**config.mk**
```make
export PLATFORM = sky130hd
export DESIGN_NAME = ldm_stm_sequencer_flat
export DESIGN_NICKNAME = d
export VERILOG_FILES = /design/src/rtl/ldm_stm_sequencer_if.sv /design/src/rtl/ldm_stm_sequencer.sv /design/src/flat_wrapper.sv
export SDC_FILE = /design/constraint.sdc
export NUM_CORES = 1
export LEC_CHECK = 0
export BUFFER_PORTS_ARGS = -buffer_cell sky130_fd_sc_hd__buf_2
export CORE_UTILIZATION = 55
export CTS_CLUSTER_DIAMETER = 200
export DETAILED_ROUTE_END_ITERATION = 6
export PLACE_DENSITY = 0.9
export SYNTH_ARGS = -nofsm -noshare
export SYNTH_HDL_FRONTEND = slang
export SYNTH_SLANG_ARGS = --single-unit
```
**constraint.sdc**
```tcl
create_clock -name i_clk -period 6.7 [get_ports i_clk]
set_input_delay 1.675 -clock i_clk [delete_from_list [all_inputs] [get_ports i_clk]]
set_output_delay 1.675 -clock i_clk [all_outputs]
set_load 0.02 [all_outputs]
```
**src/rtl/ldm_stm_sequencer_if.sv**
```systemverilog
// Request/beat bundle between decode, ldm_stm_sequencer and the LSU.
// LDM_STM_ABORT_EN adds the i_abort / o_aborted pair.
interface ldm_stm_sequencer_if #(
  parameter int ADDR_W = 32
);
  logic              i_start;
  logic [15:0]       i_reg_list;
  logic [ADDR_W-1:0] i_base_addr;
  logic              i_up;
  logic              i_pre;
  logic              i_ready;
  logic              o_busy;
  logic              o_valid;
  logic [3:0]        o_reg_index;
  logic [ADDR_W-1:0] o_addr;
  logic              o_last;
  logic              o_done;
  logic [ADDR_W-1:0] o_wb_addr;
`ifdef LDM_STM_ABORT_EN
  logic              i_abort;
  logic              o_aborted;
`endif

  modport master (
    input  i_start, i_reg_list, i_base_addr,
    input  i_up, i_pre, i_ready,
`ifdef LDM_STM_ABORT_EN
    input  i_abort,
    output o_aborted,
`endif
    output o_busy, o_valid, o_reg_index,
    output o_addr, o_last, o_done, o_wb_addr
  );

  modport slave (
    output i_start, i_reg_list, i_base_addr,
    output i_up, i_pre, i_ready,
`ifdef LDM_STM_ABORT_EN
    output i_abort,
    input  o_aborted,
`endif
    input  o_busy, o_valid, o_reg_index,
    input  o_addr, o_last, o_done, o_wb_addr
  );
endinterface

```
**src/rtl/ldm_stm_sequencer.sv**
```systemverilog
// LDM/STM beat sequencer: one (reg, addr) beat per set list bit.
// Optional abort support is enabled by defining LDM_STM_ABORT_EN.
module ldm_stm_sequencer #(
  parameter int ADDR_W = 32
) (
  input logic               i_clk,
  input logic               i_rst_n,
  ldm_stm_sequencer_if.master bus
);

  typedef enum logic [1:0] {
    IDLE, CALC, XFER, DONE
  } state_t;

  state_t            state;
  logic [15:0]       list_q;
  logic [ADDR_W-1:0] base_q;
  logic [ADDR_W-1:0] wb_q;
  logic              up_q;
  logic              pre_q;

  function automatic logic [3:0] low_idx(
    input logic [15:0] l
  );
    low_idx = '0;
    for (int k = 15; k >= 0; k--)
      if (l[k]) low_idx = 4'(k);
  endfunction

  function automatic logic [4:0] pop(
    input logic [15:0] l
  );
    pop = '0;
    for (int k = 0; k < 16; k++)
      pop = pop + {4'b0, l[k]};
  endfunction

  logic [4:0]        n;
  logic [ADDR_W-1:0] n4;
  logic [ADDR_W-1:0] start_addr;
  logic [ADDR_W-1:0] wb_addr;
  logic [15:0]       rem;
  logic              hs;
  logic              abort;

  always_comb begin
    n  = pop(list_q);
    n4 = ADDR_W'({n, 2'b00});
    start_addr = base_q;
    unique case ({up_q, pre_q})
      2'b10: start_addr = base_q;
      2'b11: start_addr = base_q + ADDR_W'(4);
      2'b00: start_addr = base_q - n4 + ADDR_W'(4);
      2'b01: start_addr = base_q - n4;
      default: start_addr = base_q;
    endcase
    wb_addr = up_q ? base_q + n4 : base_q - n4;
    rem = list_q & ~(16'b1 << bus.o_reg_index);
    hs  = bus.o_valid & bus.i_ready;
  end

`ifdef LDM_STM_ABORT_EN
  assign abort = bus.i_abort;
`else
  assign abort = 1'b0;
`endif

  always_ff @(posedge i_clk or negedge i_rst_n) begin
    if (!i_rst_n) begin
      state           <= IDLE;
      list_q          <= '0;
      base_q          <= '0;
      wb_q            <= '0;
      up_q            <= 1'b0;
      pre_q           <= 1'b0;
      bus.o_busy      <= 1'b0;
      bus.o_valid     <= 1'b0;
      bus.o_reg_index <= '0;
      bus.o_addr      <= '0;
      bus.o_last      <= 1'b0;
      bus.o_done      <= 1'b0;
      bus.o_wb_addr   <= '0;
`ifdef LDM_STM_ABORT_EN
      bus.o_aborted   <= 1'b0;
`endif
    end else begin
      bus.o_done <= 1'b0;
`ifdef LDM_STM_ABORT_EN
      bus.o_aborted <= 1'b0;
`endif
      unique case (state)
        IDLE: begin
          if (bus.i_start) begin
            list_q     <= bus.i_reg_list;
            base_q     <= bus.i_base_addr;
            up_q       <= bus.i_up;
            pre_q      <= bus.i_pre;
            bus.o_busy <= 1'b1;
            state      <= CALC;
          end
        end
        CALC: begin
          if (abort) begin
            bus.o_busy <= 1'b0;
            state      <= IDLE;
`ifdef LDM_STM_ABORT_EN
            bus.o_aborted <= 1'b1;
`endif
          end else if (n == 5'd0) begin
            bus.o_done    <= 1'b1;
            bus.o_wb_addr <= base_q;
            state         <= DONE;
          end else begin
            wb_q            <= wb_addr;
            bus.o_valid     <= 1'b1;
            bus.o_reg_index <= low_idx(list_q);
            bus.o_addr      <= start_addr;
            bus.o_last      <= (n == 5'd1);
            state           <= XFER;
          end
        end
        XFER: begin
          // Abort wins over a same-cycle handshake.
          if (abort) begin
            bus.o_valid <= 1'b0;
            bus.o_last  <= 1'b0;
            bus.o_busy  <= 1'b0;
            state       <= IDLE;
`ifdef LDM_STM_ABORT_EN
            bus.o_aborted <= 1'b1;
`endif
          end else if (hs) begin
            list_q <= rem;
            if (bus.o_last) begin
              bus.o_valid   <= 1'b0;
              bus.o_last    <= 1'b0;
              bus.o_done    <= 1'b1;
              bus.o_wb_addr <= wb_q;
              state         <= DONE;
            end else begin
              bus.o_reg_index <= low_idx(rem);
              bus.o_addr      <= bus.o_addr + ADDR_W'(4);
              bus.o_last      <= (pop(rem) == 5'd1);
            end
          end
        end
        DONE: begin
          bus.o_busy <= 1'b0;
          state      <= IDLE;
        end
        default: state <= IDLE;
      endcase
    end
  end

endmodule

```
**src/flat_wrapper.sv**
```systemverilog
// flat-port wrapper written by rule: the top's interface ports become plain ports
module ldm_stm_sequencer_flat 
#(
  parameter int ADDR_W = 32
)
  (i_clk, i_rst_n, bus_i_start, bus_i_reg_list, bus_i_base_addr, bus_i_up, bus_i_pre, bus_i_ready, bus_o_busy, bus_o_valid, bus_o_reg_index, bus_o_addr, bus_o_last, bus_o_done, bus_o_wb_addr);
  ldm_stm_sequencer_if #(.ADDR_W(ADDR_W)) bus_i ();
  input logic i_clk;
  input logic i_rst_n;
  input wire logic [$bits(bus_i.i_start)-1:0] bus_i_start;
  input wire logic [$bits(bus_i.i_reg_list)-1:0] bus_i_reg_list;
  input wire logic [$bits(bus_i.i_base_addr)-1:0] bus_i_base_addr;
  input wire logic [$bits(bus_i.i_up)-1:0] bus_i_up;
  input wire logic [$bits(bus_i.i_pre)-1:0] bus_i_pre;
  input wire logic [$bits(bus_i.i_ready)-1:0] bus_i_ready;
  output wire logic [$bits(bus_i.o_busy)-1:0] bus_o_busy;
  output wire logic [$bits(bus_i.o_valid)-1:0] bus_o_valid;
  output wire logic [$bits(bus_i.o_reg_index)-1:0] bus_o_reg_index;
  output wire logic [$bits(bus_i.o_addr)-1:0] bus_o_addr;
  output wire logic [$bits(bus_i.o_last)-1:0] bus_o_last;
  output wire logic [$bits(bus_i.o_done)-1:0] bus_o_done;
  output wire logic [$bits(bus_i.o_wb_addr)-1:0] bus_o_wb_addr;
  assign bus_i.i_start = bus_i_start;
  assign bus_i.i_reg_list = bus_i_reg_list;
  assign bus_i.i_base_addr = bus_i_base_addr;
  assign bus_i.i_up = bus_i_up;
  assign bus_i.i_pre = bus_i_pre;
  assign bus_i.i_ready = bus_i_ready;
  assign bus_o_busy = bus_i.o_busy;
  assign bus_o_valid = bus_i.o_valid;
  assign bus_o_reg_index = bus_i.o_reg_index;
  assign bus_o_addr = bus_i.o_addr;
  assign bus_o_last = bus_i.o_last;
  assign bus_o_done = bus_i.o_done;
  assign bus_o_wb_addr = bus_i.o_wb_addr;
  ldm_stm_sequencer #(.ADDR_W(ADDR_W)) u_core (.i_clk(i_clk), .i_rst_n(i_rst_n), .bus(bus_i));
endmodule
```
==> results of run 1 <==
-- cell type report --
type                       count  area [um^2]  share of cell area, %
clock buffer                  18          429                   2.92
clock inverter                13          189                   1.28
multi-input combinational   1143         8010                   54.5
timing repair buffer         241         1570                   10.7
tap                          275          344                   2.34
sequential                   156         3900                   26.5
inverter                      70          263                   1.79
-- per-stage QoR --
stage / std cells / hold slack, ns / setup slack, ns / TNS (ns) / utilization [%]
2_1_floorplan: 1466 / 0.450 / -0.0668 / -0.108 / -
3_3_place_gp: 1875 / 0.455 / -0.147 / -0.301 / 64.0
3_5_place_dp: 1875 / 0.466 / -0.174 / -0.732 / 64.0
4_1_cts: 1911 / 0.480 / -0.0601 / -0.122 / 67.8
5_1_grt: 1916 / 0.502 / -0.365 / -4.96 / 68.9
6_report: 1916 / 0.475 / -0.211 / -1.21 / 68.9
-- cells by family after synthesis --
| kind of cell | synth area share [%] |
|---|---|
| multiplexers | 8.01 |
| buffers and inverters | 5.32 |
| flip-flops | 32.2 |
| XOR/XNOR | 4.53 |
| AND/OR/NAND/NOR | 22.8 |
| adder cells (fa/ha/maj) | 6.72 |
| AO/OA/AOI/OAI | 20.5 |
-- synthesized netlist by cell type, types with 23 or more instances --
master	count	area [um^2]
dfrtp_1	156	3900
nand2_1	146	548
o21ai_0	136	681
nor2_1	125	469
clkbuf_1	88	330
a21oi_1	82	410
inv_1	68	255
nand3_1	54	270
mux2i_1	51	510
mux2_2	41	462
xnor2_1	41	359
nor3_1	35	175
ha_1	30	375
nand4_1	25	156
o22ai_1	23	144
-- flip-flops by register name, summed over array words and instances (netlist names) --
signal and cells:
u_core.base_q 32, u_core.bus.o_addr 32, u_core.bus.o_wb_addr 32, u_core.wb_q 32, u_core.list_q 16, u_core.bus.o_reg_index 4
u_core.state 2, u_core.bus.o_busy 1, u_core.bus.o_done 1, u_core.bus.o_last 1, u_core.bus.o_valid 1, u_core.pre_q 1
u_core.up_q 1
-- worst max-delay path: cells and delay by family, from the launching register on --
family | cells | cell delay (ns)
adder cells (fa/ha/maj) | 8 | 3.16
AND/OR/NAND/NOR | 5 | 1.53
AO/OA/AOI/OAI | 4 | 1.10
buffers and inverters | 6 | 0.44
flip-flops | 1 | 0.40
XOR/XNOR | 1 | 0.17
-- metal layers --
metal  share of wire, %  global-route usage, %  wire length (um)
met2                 47                   56.4             18400
met5                  0                      0                 0
met4                4.6                   17.0              1760
met1                 40                   44.7             15500
met3                7.8                   4.94              3030
-- final timing paths --
check / from / endpoint / slack [ns]
setup / recovery: u_core.list_q[1]$_DFFE_PN0P_ / u_core.bus.o_addr[19]$_DFFE_PN0P_ / -0.21
hold / removal: u_core.bus.o_wb_addr[29]$_DFFE_PN0P_ / u_core.bus.o_wb_addr[29]$_DFFE_PN0P_ / 0.48
max in group asynchronous: i_rst_n / u_core.bus.o_addr[5]$_DFFE_PN0P_ / 4.43
hold reg to reg: u_core.bus.o_wb_addr[29]$_DFFE_PN0P_ / u_core.bus.o_wb_addr[29]$_DFFE_PN0P_ / 0.48
min in group asynchronous: i_rst_n / u_core.bus.o_wb_addr[23]$_DFFE_PN0P_ / 1.14
setup reg to reg: u_core.list_q[1]$_DFFE_PN0P_ / u_core.bus.o_addr[19]$_DFFE_PN0P_ / -0.21
-- repair_timing --
action / 4_1_cts / 5_1_grt
setup endpoints to repair: 17 / 22
setup buffers: 4 / 4
gates cloned: 1 / 1
pin swaps: 20 / 28
resized for setup: 34 / 43
==> run metrics, run 1 <==
Core ar.=0.0214 mm^2; worst skew pair latency=0.44 ns; final net count=1,735; fill cell count=1,677; largest net degree at the start of global routing=66; Pre-antenna DRT Iters=6; Worst EP required=7.04 ns; commonest non-fill, non-tap cells in the layout=156 x dfrtp_1, 144 x nand2_1, 130 x o21ai_0; row count=53; DRC Markers=0; RSZ-0062 raised after global routing=yes; Post-Syn Nets=1,572; Mapped Area=0.0121 mm^2; failing checks=negative setup slack; Slew HR=33.9%; synthesis-to-layout area growth=21.2%; initial antenna violation count=1; most common cell after layout, fill and taps aside=dfrtp_1; Hold Crit Depth=2; Reg2Reg Depth=24; DIE WIDTH=151 um; CP Cell Sequence=ha_1 > inv_2 > fa_1 > inv_1 > fa_1 > fa_1 > inv_2 > fa_1 > fa_2 > fa_2 > nor2b_1 > o21a_1 > inv_2 > ha_4 > or4b_4 > or4_4 > a222oi_1 > and3_4 > buf_4 > buf_6 > nand4_1 > xnor2_1 > o32a_1 > o31ai_2; Overflow after GRT=0; I/O Buffers=125; final setup vio count=14; async set-reset flop share out of synthesis=100%; crit path launch type=register; clock tree sinks=156; routed vias=12,300; post-route ant nets=0; final WL=38,700 um; H-tree levels=4; run status=complete, but fails checks; Max clock buf depth=2; Syn. warnings=0; vias per cell=6.42; max incr delay on CP=0.53 ns; CTS tree=built; Slew Limit Fails=0; Slew @ Worst Pin=0.982 ns; synth unique cells=83; CP arrival=7.25 ns; # IOs=126; diode count=0; Cells after Synth=1,466; Num CTS Buffers=17; clk root buf=clkbuf_16; CP Max Fanout=5; Max Fclk=0.145 GHz; final worst setup slack=-0.211 ns; Die Span Y=151 um; first-pass GRT wire length=60,600 um; Total GRT Usage=34.5%; most frequent cell on the critical path=fa_1; part of the Yosys area used for sequential elements=32.2%; routed len/inst=20.2 um; Worst setup EP type=register; share of cells above drive strength 1=24.9%; Tmin final=6.91 ns; hold crit path type=reg -> reg; Starting Density=56.9%; Post-DP Area=0.0137 mm^2; setup skew after layout=0.0117 ns; top_reg_cell synth=dfrtp_1; Reg clk slew, reported paths=0.07 ns; Max-Cap Viols=0; Tcrit/Tclk final=103%; die footprint=0.0227 mm^2; Max stage delay cell, worst path=or4b_4; Post-synth EDFFs=0; hold_buf cts=0; vias in the first global route=11,600; flop and latch count out of synthesis=156; Final Hold Viols=0; Mean Syn Cell Area=8.28 um^2; routability congestion estimate=0.956; HPWL after DPL=27,800 um; design area=0.0147 mm^2; initial drt markers=1,550; Setup Crit Path Kind=reg -> reg
Power of run 1 is left out: the tool's default activity adds up to more than one toggle a clock period on the data nets, which glitch-free logic cannot reach.
==> inputs of run 2 (changes only) <==
--- a/config.mk
+++ b/config.mk
@@ -5,6 +5,7 @@
 export SDC_FILE = /design/constraint.sdc
 export NUM_CORES = 1
 export LEC_CHECK = 0
+export ABC_AREA = 1
 export BUFFER_PORTS_ARGS = -buffer_cell sky130_fd_sc_hd__buf_2
 export CORE_UTILIZATION = 55
 export CTS_CLUSTER_DIAMETER = 200
==> constraint.sdc (replaced) <==
create_clock -name i_clk -period 6.7 [get_ports i_clk]
set_input_delay 1.005 -clock i_clk [delete_from_list [all_inputs] [get_ports i_clk]]
set_output_delay 1.005 -clock i_clk [all_outputs]
set_load 0.02 [all_outputs]
==> run metrics, run 2 <==
GR Util met2=56.2%; final WL=47,400 um; vias per cell=5.93; Slew HR=35.8%; flop and latch count out of synthesis=156; Die Span Y=156 um; most frequent cell on the critical path=nand2_1; Max stage delay cell, worst path=fa_1; initial antenna violation count=1; Max clock buf depth=2; top_reg_cell synth=dfrtp_1; Worst EP required=7.07 ns; fill cell count=2,255; Num CTS Buffers=17; DRC Markers=0; async set-reset flop share out of synthesis=100%; CP Max Fanout=6; share of cells above drive strength 1=16.3%; diode count=0; final net count=2,194; gr busiest metal=met1; Overflow after GRT=0; routability congestion estimate=1.02; clock tree sinks=156; most frequent cell after synthesis=nand2_1; run status=complete, no violations; met3 Use GR=10.1%; crit path launch type=register; Post-Syn Nets=2,097; H-tree levels=4; Slew @ Worst Pin=0.957 ns; Pre-antenna DRT Iters=6; hold_buf cts=0; most common cell after layout, fill and taps aside=nand2_1; Tcrit/Tclk final=96.1%; row count=56; commonest non-fill, non-tap cells in the layout=541 x nand2_1, 220 x nor2_1, 195 x inv_1; Setup Crit Path Kind=reg -> reg; Mapped Area=0.0131 mm^2; Tmin final=6.44 ns; Post-synth EDFFs=0; HPWL after DPL=36,100 um; Max-Cap Viols=0; first-pass GRT wire length=72,700 um; worst skew pair latency=0.44 ns; Cells after Synth=1,991; die footprint=0.0244 mm^2; Mean Syn Cell Area=6.56 um^2; Starting Density=55.8%; hold crit path type=reg -> reg; vias in the first global route=13,100; Syn. warnings=0; Core ar.=0.0234 mm^2; largest net degree at the start of global routing=92; main area contributors after synthesis=dfrtp_1 30%, nand2_1 16%, nor2_1 6.5%, nand3_1 6.1%, inv_1 5.7%; synthesis-to-layout area growth=12.8%; final setup vio count=0; clk root buf=clkbuf_16; synth cell count leaders=545 x nand2_1, 225 x nor2_1, 198 x inv_1; Worst setup EP type=register; CTS tree=built; Reg clk slew, reported paths=0.07 ns; post-route ant nets=0; max incr delay on CP=0.51 ns; Synth top area share=29.9%; synth unique cells=61; Slew Limit Fails=0; Max Fclk=0.155 GHz; CP arrival=6.80 ns; setup skew after layout=0.0163 ns; part of the Yosys area used for sequential elements=29.9%; routed vias=14,400; initial drt markers=2,043; I/O Buffers=125; Total GRT Usage=39.3%; routed len/inst=19.6 um; Final Hold Viols=0; Yosys top cell by area=dfrtp_1; # IOs=126; WHS=0.481 ns; DIE WIDTH=156 um; GR Layer Usage met1=57.8%
==> run 2: cell count changes in the layout (fill, tap and decap cells not counted), sizes merged, moves of 23 or more <==
| cell | before | now |
|---|---|---|
| a21oi | 82 | 129 |
| buf | 241 | 159 |
| inv | 72 | 219 |
| mux2 | 41 | 4 |
| mux2i | 51 | 0 |
| nand2 | 146 | 577 |
| nand3 | 54 | 167 |
| nor2 | 125 | 263 |
| or3 | 23 | 0 |
| xnor2 | 41 | 2 |
==> run 2: metal layers <==
layer / routed length (um) / part of all wire (%)
met1: 20900 / 44
met3: 5630 / 12
met5: 0 / 0
met2: 19700 / 42
met4: 1050 / 2.2
==> run 2: layout make-up <==
class	count	area [um^2]	share of cell area, %
Timing Repair Buffer	159	887	6.02
Inverter	221	831	5.64
Clock buffer	17	425	2.89
Clock inverter	15	225	1.53
Multi-Input combinational cell	1533	8060	54.7
Sequential cell	156	3900	26.5
Tap cell	319	399	2.71
==> run 2: through the flow <==
stage / TNS [ns] / util [%] / area, um^2 / cells / worst slack, ns
after floorplan: 0 / - / 13100 / 1991 / 0.801
after global placement: 0 / 59.6 / 13900 / 2381 / 0.115
after detailed placement: -0.0576 / 59.6 / 13900 / 2381 / -0.0286
after CTS: 0 / 62.4 / 14600 / 2414 / 0.0131
after global routing: -0.0770 / 63.0 / 14700 / 2420 / -0.0209
final: 0 / 63.0 / 14700 / 2420 / 0.264
==> run 2: logic make-up after synthesis <==
kind of cell / after synthesis / synth area share, %
simple gates: 1099 / 37.3
compound gates: 360 / 15.9
buf+inv: 302 / 9.16
flops: 156 / 29.9
fa+ha+maj: 52 / 6.24
xor+xnor: 18 / 1.21
mux: 4 / 0.345
==> run 2: worst max-delay path: cells and delay by family (launching register included) <==
| family | cells | cell delay, ns |
|---|---|---|
| compound gates | 2 | 0.35 |
| flops | 1 | 0.41 |
| simple gates | 16 | 1.80 |
| fa+ha+maj | 8 | 3.24 |
| buf+inv | 7 | 0.53 |
==> run 2: final timing paths <==
path                                               from                                 to  slack (ns)  cells after the start
setup / recovery           u_core.list_q[0]$_DFFE_PN0P_  u_core.bus.o_addr[29]$_DFFE_PN0P_        0.26                     33
hold / removal              u_core.wb_q[25]$_DFFE_PN0P_        u_core.wb_q[25]$_DFFE_PN0P_        0.48                      2
setup reg to reg           u_core.list_q[0]$_DFFE_PN0P_  u_core.bus.o_addr[29]$_DFFE_PN0P_        0.26                     33
hold reg to reg             u_core.wb_q[25]$_DFFE_PN0P_        u_core.wb_q[25]$_DFFE_PN0P_        0.48                      2
max in group asynchronous                       i_rst_n      u_core.base_q[15]$_DFFE_PN0P_        4.71                      2
min in group asynchronous                       i_rst_n      u_core.list_q[14]$_DFFE_PN0P_        0.63                      1
==> run 2: what timing repair did <==
action,4_1_cts,5_1_grt
resized for setup,0,30
setup endpoints to repair,6,33
pin swaps,0,7
setup buffers,1,6
Power of run 2 is left out for the same reason.
